### src/rtl/router_pkg.sv
// ---------------------------------------------------------------------------
// router_pkg
// Constants and types shared by the router port serializer, the matching
// input-port deserializer and the testbench.
//   NUM_PORTS       : number of router ports
//   BYTE_W          : payload byte width
//   GAP_CYCLES_DEF  : default idle cycles forced after each packet
//   STALL_MAX_DEF   : default bubble limit inside a packet before abort
//   tx_state_e      : output-port serializer states
// ---------------------------------------------------------------------------
package router_pkg;

   localparam int NUM_PORTS     = 16;
   localparam int BYTE_W        = 8;
   localparam int GAP_CYCLES_DEF = 2;
   localparam int STALL_MAX_DEF = 16;

   typedef enum logic [1:0] {
      IDLE  = 2'd0,
      SHIFT = 2'd1,
      WAIT  = 2'd2,
      GAP   = 2'd3
   } tx_state_e;

endpackage : router_pkg

### src/rtl/router_oport_tx.sv
// ---------------------------------------------------------------------------
// router_oport_tx
// Per-output-port serializer. Accepts bytes on a valid/ready/last stream and
// shifts them out LSB first on the router's serial output protocol.
//
// Ports:
//   clock, reset            : rising-edge clock, synchronous active-high reset
//   in_valid/in_ready       : byte handshake (see below)
//   in_data, in_last        : payload byte and end-of-packet flag
//   dout                    : serial data, LSB first
//   valido_n                : active-low, dout carries a payload bit
//   frameo_n                : active-low, packet in progress; high on last bit
//   err_underrun            : one-cycle pulse when a packet is aborted
//   pkt_cnt                 : packets completed normally (wraps)
//   dbg_state               : current FSM state, for observation only
//
// Handshake: a byte transfers on a rising edge where in_valid && in_ready are
// both high. in_ready is registered; while it is low in_valid, in_data and
// in_last are ignored, and the source must hold them stable until accepted.
//
// Every output is a register loaded from the next-state values, so the
// outputs always describe the state the FSM is in during the current cycle.
// ---------------------------------------------------------------------------
module router_oport_tx
   import router_pkg::*;
#(
   parameter int GAP_CYCLES = GAP_CYCLES_DEF,
   parameter int STALL_MAX  = STALL_MAX_DEF,
   parameter int CNT_W      = 16
) (
   input  logic              clock,
   input  logic              reset,
   input  logic              in_valid,
   input  logic [BYTE_W-1:0] in_data,
   input  logic              in_last,
   output logic              in_ready,
   output logic              dout,
   output logic              valido_n,
   output logic              frameo_n,
   output logic              err_underrun,
   output logic [CNT_W-1:0]  pkt_cnt,
   output tx_state_e         dbg_state
);

   localparam int STALL_W = (STALL_MAX < 2) ? 1 : $clog2(STALL_MAX);
   localparam int GAP_W   = (GAP_CYCLES < 2) ? 1 : $clog2(GAP_CYCLES);

   localparam logic [STALL_W-1:0] STALL_LAST = STALL_W'((STALL_MAX > 0) ? STALL_MAX - 1 : 0);
   localparam logic [GAP_W-1:0]   GAP_LAST   = GAP_W'((GAP_CYCLES > 0) ? GAP_CYCLES - 1 : 0);
   localparam logic [2:0]         BIT_LAST   = 3'(BYTE_W - 1);

   // With no forced gap, a finished or aborted packet returns straight to IDLE.
   localparam tx_state_e END_STATE = (GAP_CYCLES == 0) ? IDLE : GAP;

   tx_state_e           r_state;
   logic [2:0]          r_bit;
   logic [BYTE_W-1:0]   r_sh;
   logic                r_last;
   logic [STALL_W-1:0]  r_stall;
   logic [GAP_W-1:0]    r_gap;
   logic                r_in_ready;
   logic                r_dout;
   logic                r_valido_n;
   logic                r_frameo_n;
   logic                r_err;
   logic [CNT_W-1:0]    r_pkt_cnt;

   tx_state_e           w_state_nxt;
   logic [2:0]          w_bit_nxt;
   logic [BYTE_W-1:0]   w_sh_nxt;
   logic                w_last_nxt;
   logic [STALL_W-1:0]  w_stall_nxt;
   logic [GAP_W-1:0]    w_gap_nxt;
   logic [CNT_W-1:0]    w_pkt_nxt;
   logic                w_err_nxt;
   logic                w_accept;
   logic                w_in_ready_nxt;
   logic                w_dout_nxt;
   logic                w_valido_n_nxt;
   logic                w_frameo_n_nxt;

   assign w_accept = in_valid & r_in_ready;

   // Next-state logic.
   always_comb begin
      w_state_nxt = r_state;
      w_bit_nxt   = r_bit;
      w_sh_nxt    = r_sh;
      w_last_nxt  = r_last;
      w_stall_nxt = r_stall;
      w_gap_nxt   = r_gap;
      w_pkt_nxt   = r_pkt_cnt;
      w_err_nxt   = 1'b0;

      case (r_state)
         IDLE: begin
            if (w_accept) begin
               w_state_nxt = SHIFT;
               w_bit_nxt   = 3'd0;
               w_sh_nxt    = in_data;
               w_last_nxt  = in_last;
            end
         end

         SHIFT: begin
            if (r_bit != BIT_LAST) begin
               w_bit_nxt = r_bit + 3'd1;
            end else if (r_last) begin
               w_state_nxt = END_STATE;
               w_gap_nxt   = '0;
               w_pkt_nxt   = r_pkt_cnt + 1'b1;
            end else if (w_accept) begin
               // Back-to-back byte: bit0 follows bit7 with no bubble.
               w_bit_nxt  = 3'd0;
               w_sh_nxt   = in_data;
               w_last_nxt = in_last;
            end else begin
               w_state_nxt = WAIT;
               w_stall_nxt = '0;
            end
         end

         WAIT: begin
            // An accept on the final allowed bubble cycle still wins.
            if (w_accept) begin
               w_state_nxt = SHIFT;
               w_bit_nxt   = 3'd0;
               w_sh_nxt    = in_data;
               w_last_nxt  = in_last;
            end else if (r_stall == STALL_LAST) begin
               w_state_nxt = END_STATE;
               w_gap_nxt   = '0;
               w_err_nxt   = 1'b1;
            end else begin
               w_stall_nxt = r_stall + 1'b1;
            end
         end

         GAP: begin
            if (r_gap == GAP_LAST) begin
               w_state_nxt = IDLE;
            end else begin
               w_gap_nxt = r_gap + 1'b1;
            end
         end

         default: w_state_nxt = IDLE;
      endcase
   end

   // Output values for the state being entered.
   always_comb begin
      w_in_ready_nxt = 1'b0;
      w_dout_nxt     = 1'b0;
      w_valido_n_nxt = 1'b1;
      w_frameo_n_nxt = 1'b1;

      case (w_state_nxt)
         IDLE: w_in_ready_nxt = 1'b1;
         SHIFT: begin
            w_valido_n_nxt = 1'b0;
            w_dout_nxt     = w_sh_nxt[w_bit_nxt];
            // Frame ends during the last bit of the final byte.
            w_frameo_n_nxt = (w_bit_nxt == BIT_LAST) && w_last_nxt;
            w_in_ready_nxt = (w_bit_nxt == BIT_LAST) && !w_last_nxt;
         end
         WAIT: begin
            w_frameo_n_nxt = 1'b0;
            w_in_ready_nxt = 1'b1;
         end
         default: ;
      endcase
   end

   always_ff @(posedge clock) begin
      if (reset) begin
         r_state    <= IDLE;
         r_bit      <= 3'd0;
         r_sh       <= '0;
         r_last     <= 1'b0;
         r_stall    <= '0;
         r_gap      <= '0;
         r_in_ready <= 1'b0;
         r_dout     <= 1'b0;
         r_valido_n <= 1'b1;
         r_frameo_n <= 1'b1;
         r_err      <= 1'b0;
         r_pkt_cnt  <= '0;
      end else begin
         r_state    <= w_state_nxt;
         r_bit      <= w_bit_nxt;
         r_sh       <= w_sh_nxt;
         r_last     <= w_last_nxt;
         r_stall    <= w_stall_nxt;
         r_gap      <= w_gap_nxt;
         r_in_ready <= w_in_ready_nxt;
         r_dout     <= w_dout_nxt;
         r_valido_n <= w_valido_n_nxt;
         r_frameo_n <= w_frameo_n_nxt;
         r_err      <= w_err_nxt;
         r_pkt_cnt  <= w_pkt_nxt;
      end
   end

   assign in_ready     = r_in_ready;
   assign dout         = r_dout;
   assign valido_n     = r_valido_n;
   assign frameo_n     = r_frameo_n;
   assign err_underrun = r_err;
   assign pkt_cnt      = r_pkt_cnt;
   assign dbg_state    = r_state;

endmodule : router_oport_tx

### config.mk
export PLATFORM = sky130hd
export DESIGN_NAME = router_oport_tx
export DESIGN_NICKNAME = d
export VERILOG_FILES = /design/src/rtl/router_pkg.sv /design/src/rtl/router_oport_tx.sv
export SDC_FILE = /design/constraint.sdc
export NUM_CORES = 1
export LEC_CHECK = 0
export CAP_MARGIN = 20
export CORE_MARGIN = 2
export CORE_UTILIZATION = 51
export DETAILED_ROUTE_END_ITERATION = 12
export GPL_ROUTABILITY_DRIVEN = 0
export GPL_TIMING_DRIVEN = 0
export PLACE_DENSITY = 0.87
export SYNTH_ARGS = -nofsm -noshare
export SYNTH_HDL_FRONTEND = slang
export SYNTH_SLANG_ARGS = --single-unit
### constraint.sdc
create_clock -name clock -period 3.9 [get_ports clock]
set_input_delay 0.78 -clock clock [delete_from_list [all_inputs] [get_ports clock]]
set_output_delay 0.78 -clock clock [all_outputs]
set_load 0.05 [all_outputs]
==> flow_metrics.env, run 1 <==
export IMPL_final_min_clock_period_ns=2.45
export IMPL_path_max_fanout=6
export IMPL_clock_sinks=40
export IMPL_yosys_area_top_type="dfxtp_1"
export IMPL_hold_path_depth=2
export IMPL_yosysWarnings=0
export IMPL_ir_worst_vdd_uv=242
export IMPL_drc=0
export IMPL_cts_tree="done"
export IMPL_boundaryPins=35
export IMPL_n_fill_cell=261
export IMPL_grtUsageTotal=0.196
export IMPL_cpLargestDelayFamily="buffers and inverters"
export IMPL_via_count=1536
export IMPL_drtIter0Drc=49
export IMPL_start_util=0.539
export IMPL_whs_endpoint="r_sh[3]$_SDFF_PP0_"
export IMPL_synth_seq_cells=40
export IMPL_h_tree_depth=2
export IMPL_synthTopCellsByArea="dfxtp_1 44%, mux2i_1 7.1%, nor2_1 6.8%"
export IMPL_cts_root_buffer="clkbuf_4"
export IMPL_power_density_mw_per_mm2=342
export IMPL_synth_top_area_frac=0.438
export IMPL_layout_drive_gt1_share=0.0924
export IMPL_area_growth_syn_to_layout_pct=25.6
export IMPL_slew_headroom=0.658
export IMPL_first_global_vias=1431
export IMPL_hold_slack_ns=0.505
export IMPL_antenna_cells=0
export IMPL_pwr_share_seq=0.537
export IMPL_clk_pin_slew_ns=0.13
export IMPL_cp_end_kind="output pin"
export IMPL_finalClockSkew_ns=0.0113
export IMPL_fin_crit_sh=0.628
export IMPL_portBuffers=33
export IMPL_synth_most_common_cell="dfxtp_1"
export IMPL_p_sw_frac=0.249
export IMPL_firstDrtPassIters=4
export IMPL_synth_avg_cell_area_sq_um=9.28
export IMPL_start_kind="register"
export IMPL_hold_class="reg -> reg"
export IMPL_synth_cell_type_count=45
export IMPL_reg2reg_to="frameo_n$_SDFF_PP1_"
export IMPL_fin_nets=253
export IMPL_worst_pin_slew_ns=0.512
export IMPL_internal_power_w=0.000590
export IMPL_synthArstFlopShare=0
export IMPL_max_cap_viol_count=0
export IMPL_power_leakage_nw=0.860
export IMPL_core_sq_mm=0.00339
export IMPL_vias_per_cell=5.41
export IMPL_rsz0062_at_grt="false"
export IMPL_ant_nets=0
export IMPL_post_cts_buffers=0
export IMPL_die_h_um=63.9
export IMPL_status="finished clean"
export IMPL_insertion_delay_ns=0.36
export IMPL_pwr_share_comb=0.110
export IMPL_setup_violations=0
export IMPL_hold_viol_final=0
export IMPL_yosysSeqAreaShare=0.438
export IMPL_die_w_um=63.9
export IMPL_final_cells=284
export IMPL_place_area_sq_mm=0.00222
export IMPL_arrival_ns=1.67
export IMPL_dp_hpwl_um=2640
export IMPL_num_rows=21
export IMPL_cts_max_path_buffers=2
export IMPL_fin_tns_setup_ns=0
export IMPL_dp_cells=276
export IMPL_fmax_ghz=0.408
export IMPL_crit_type="reg -> out"
export IMPL_required_ns=3.12
export IMPL_switchingPower_w=0.000196
export IMPL_syn_nets=213
export IMPL_syn_area_sq_mm=0.00183
export IMPL_grt_max_degree=14
export IMPL_crit_slowest_cell="clkdlybuf4s50_1"
export IMPL_wl_um=3720
export IMPL_r2r_start="r_bit[0]$_SDFF_PP0_"
export IMPL_maxSlewViolCount=0
export IMPL_final_core_util=0.677
export IMPL_synthCells=197
export IMPL_path_buf_inv=1
export IMPL_cts_repair_resized=0
export IMPL_wl_per_cell_um=13.1
export IMPL_synth_edf_count=0
export IMPL_synthFlopType="dfxtp_1"
export IMPL_multi_input_area_sq_um=957
export IMPL_design_area_sq_mm=0.00230
export IMPL_slowest_delay_ns=0.85
export IMPL_dieArea_sq_mm=0.00408
export IMPL_overflow=0
export IMPL_rr_worst_depth=7
export IMPL_min_from="r_sh[3]$_SDFF_PP0_"
export IMPL_hold_buffers=0
export IMPL_p_clk_frac=0.353
export IMPL_grt_first_pass_wirelength_um=6300
export IMPL_antenna_found_initial=0
export IMPL_path_cells="clkdlybuf4s50_1"
export IMPL_r2r_slack_ns=1.72
export IMPL_cts_buffers_inserted=5
export IMPL_yosys_top_cells_count="40 x dfxtp_1, 33 x nor2_1, 13 x mux2i_1"
export IMPL_seq_area_sq_um=801
## cell families (layout without fill, tap and decap cells)
logic type,after synthesis,after routing,share of synthesized area
AO/OA/AOI/OAI,28,28,0.103
XOR/XNOR,15,15,0.0719
adder cells (fa/ha/maj),4,4,0.0274
buffers and inverters,13,54,0.0383
flip-flops,40,40,0.438
multiplexers,13,13,0.0712
AND/OR/NAND/NOR,84,84,0.251
## metal layers
layer  routed length (um)  global-route usage  up-vias
met4                   54              0.0652        0
met2                 1730               0.320       26
met5                    0                   0        -
li1                     -                   -      772
met3                  155              0.0616        7
met1                 1780               0.245      731
## state kept, by name, indices dropped and copies added, names as in the netlist
name / flops
pkt_cnt: 16
r_sh: 8
r_stall: 4
r_bit: 3
dbg_state: 2
dout: 1
err_underrun: 1
frameo_n: 1
in_ready: 1
r_gap: 1
r_last: 1
valido_n: 1
## power groups by stage
stage | clock (W) | sequential [W] | combinational [W]
final | 0.000277 | 0.000422 | 0.0000864
after global routing | 0.000305 | 0.000424 | 0.0000928
after CTS | 0.000283 | 0.000422 | 0.0000864
after detailed placement | 0 | 0.000432 | 0.0000860
after global placement | 0 | 0.000431 | 0.0000855
after floorplan | 0 | 0.000444 | 0.0000456
## placed cells by master, fill, tap and decap left out, types with 4 or more instances in the layout
master	synthesis	routed
nor2b_1	6	6
clkdlybuf4s50_1	0	33
clkbuf_4	0	5
a21oi_1	5	5
dfxtp_1	40	40
clkbuf_1	5	5
o21ai_0	6	6
xnor2_1	7	7
nand4_1	5	5
a31oi_1	4	4
nand2_1	10	10
xor2_1	8	8
nand3_1	7	7
mux2i_1	13	13
ha_1	4	4
nor2_1	33	33
## cell type report
type | count | area share
Clock buffer | 5 | 0.0163
Inverter | 3 | 0.00490
Buffer | 10 | 0.0256
Multi-Input combinational cell | 144 | 0.417
Tap cell | 46 | 0.0251
Clock inverter | 3 | 0.0185
Sequential cell | 40 | 0.349
Timing Repair Buffer | 33 | 0.144
## worst max-delay path by stage
stage | from | end | cells past startpoint
after global placement | in_valid | frameo_n$_SDFF_PP1_ | 7
after global routing | pkt_cnt[0]$_SDFFE_PP0P_ | pkt_cnt[0] | 1
after floorplan | in_valid | dout$_SDFF_PP0_ | 7
after CTS | pkt_cnt[0]$_SDFFE_PP0P_ | pkt_cnt[0] | 1
final | pkt_cnt[7]$_SDFFE_PP0P_ | pkt_cnt[7] | 1
after detailed placement | in_valid | frameo_n$_SDFF_PP1_ | 7
## per-stage QoR
stage               power [W]  worst slack, ns
detailed placement   0.000518             1.21
finish               0.000786             1.45
global placement     0.000517             1.24
CTS                  0.000792             1.45
global route         0.000822             1.38
floorplan            0.000489             1.85
Power figures use the tool's default switching activity.
==> run 2, diff against run 1 <==
CORE_UTILIZATION = 46   (was 51)
PLACE_DENSITY = 0.83   (was 0.87)
clock period = 1.95 ns   (was 3.9 ns; I/O delays follow)
==> flow_metrics.env, run 2 (same netlist as run 1, synthesis figures left out) <==
export IMPL_fmax_ghz=0.502
export IMPL_setup_ws_ns=-0.0412
export IMPL_crit_type="in -> reg"
export IMPL_cts_max_path_buffers=2
export IMPL_num_rows=22
export IMPL_first_global_vias=1446
export IMPL_required_ns=2.18
export IMPL_hold_viol_final=0
export IMPL_dp_cells=278
export IMPL_clock_sinks=40
export IMPL_drc=0
export IMPL_maxSlewViolCount=0
export IMPL_ant_nets=0
export IMPL_insertion_delay_ns=0.29
export IMPL_layout_common_cells="36 x dfxtp_1, 30 x nor2_1, 24 x clkdlybuf4s50_1, 13 x mux2i_1"
export IMPL_drtIter0Drc=92
export IMPL_seq_area_sq_um=806
export IMPL_cts_buffers_inserted=5
export IMPL_grt_use_met1=0.239
export IMPL_arrival_ns=2.22
export IMPL_layout_drive_gt1_share=0.184
export IMPL_clk_pin_slew_ns=0.08
export IMPL_finalClockSkew_ns=0.00364
export IMPL_fin_crit_sh=1.02
export IMPL_portBuffers=33
export IMPL_violations="negative setup slack"
export IMPL_h_tree_depth=2
export IMPL_fin_nets=260
export IMPL_worst_pin_slew_ns=0.506
export IMPL_status="finished, violations left"
export IMPL_grtUsageTotal=0.192
export IMPL_slew_headroom=0.662
export IMPL_hold_buffers=0
export IMPL_overflow=0
export IMPL_setup_violations=3
export IMPL_wl_per_cell_um=13.2
export IMPL_final_cells=293
export IMPL_largest_reg_flops=16
export IMPL_die_w_um=67.0
export IMPL_path_max_fanout=7
export IMPL_antenna_cells=0
export IMPL_rsz0062_at_grt="true"
export IMPL_total_power_w=0.00170
export IMPL_vias_per_cell=5.27
export IMPL_cts_tree="done"
export IMPL_core_sq_mm=0.00374
export IMPL_cp_end_kind="register"
export IMPL_wl_um=3860
export IMPL_firstDrtPassIters=4
export IMPL_dp_hpwl_um=2730
export IMPL_area_growth_syn_to_layout_pct=35.2
export IMPL_grt_max_degree=14
export IMPL_power_leakage_nw=1.03
export IMPL_cts_root_buffer="clkbuf_8"
export IMPL_start_kind="input pin"
export IMPL_ir_worst_vdd_uv=566
export IMPL_n_fill_cell=317
export IMPL_hold_class="in -> reg"
export IMPL_power_density_mw_per_mm2=688
export IMPL_path_buf_inv=2
export IMPL_path_cells="clkdlybuf4s50_1 -> nand2_2 -> or3_4 -> a41o_1 -> buf_6 -> mux2i_1 -> nand3_1 -> a31oi_1"
export IMPL_design_area_sq_mm=0.00247
export IMPL_max_cap_viol_count=0
export IMPL_dieArea_sq_mm=0.00449
export IMPL_slowest_delay_ns=0.50
export IMPL_final_min_clock_period_ns=1.99
export IMPL_antenna_found_initial=0
export IMPL_crit_slowest_cell="clkdlybuf4s50_1"
export IMPL_cpLargestDelayFamily="buffers and inverters"
export IMPL_place_area_sq_mm=0.00222
export IMPL_multi_input_area_sq_mm=0.00103
export IMPL_die_h_um=67.0
export IMPL_start_util=0.488
export IMPL_grt_busiest_layer="met2"
export IMPL_final_common_cell="dfxtp_1"
export IMPL_gr_usage_met2=0.304
export IMPL_boundaryPins=35
export IMPL_grt_first_pass_wirelength_um=6440
export IMPL_grt_use_met3=0.0642
export IMPL_via_count=1545
==> run 2: worst reg2reg max path, stage by stage, from the launching register on <==
cell	delay, ns
dfxtp_2	0.36
ha_4	0.14
ha_4	0.15
buf_4	0.12
and3b_1	0.18
nand4_1	0.25
buf_4	0.23
or3_1	0.34
a21oi_1	0.15
==> run 2: cell type report <==
class / instances / area share
plain buffers: 9 / 0.0233
clock buffers: 5 / 0.0278
clock inverters: 3 / 0.0172
inverters: 3 / 0.00455
multi-input cells: 144 / 0.418
flip-flops and latches: 40 / 0.326
well taps: 48 / 0.0243
repair buffers: 41 / 0.159
==> run 2: metrics by stage <==
step	util	setup TNS, ns	setup slack (ns)	hold WS, ns
2_1_floorplan	-	0	0.00127	0.455
3_3_place_gp	0.593	-1.37	-0.343	0.468
3_5_place_dp	0.593	-1.80	-0.398	0.482
4_1_cts	0.645	-0.104	-0.0687	0.455
5_1_grt	0.660	-0.407	-0.119	0.475
6_report	0.660	-0.0834	-0.0412	0.455
==> run 2: path summary, 6_finish.rpt <==
| path | start | to | slack, ns | cells past startpoint |
|---|---|---|---|---|
| max | in_valid | dout$_SDFF_PP0_ | -0.04 | 8 |
| min | reset | r_bit[0]$_SDFF_PP0_ | 0.46 | 2 |
| max reg2reg | r_bit[0]$_SDFF_PP0_ | pkt_cnt[6]$_SDFFE_PP0P_ | -0.04 | 8 |
| min reg2reg | r_sh[0]$_SDFF_PP0_ | r_sh[0]$_SDFF_PP0_ | 0.49 | 2 |
==> run 2: report_power, final <==
group | leakage (nW) | total, W | switching [W] | internal [W]
registers | 0.325 | 0.000846 | 0.0000102 | 0.000836
logic | 0.649 | 0.000184 | 0.000100 | 0.0000840
clock network | 0.0541 | 0.000672 | 0.000294 | 0.000378
total | 1.03 | 0.00170 | 0.000404 | 0.00130
==> run 2: per-layer routing <==
layer  wire length [um]  up-vias
li1                   -      781
met1               1770      718
met2               1820       40
met3                228        6
met4                 44        0
met5                  0        -
==> run 2: timing repair <==
| item | CTS | global route |
|---|---|---|
| buffers inserted | 4 | 4 |
| pin swaps | 4 | 7 |
| endpoints found under the setup margin | 16 | 15 |
| gates resized for setup | 17 | 11 |
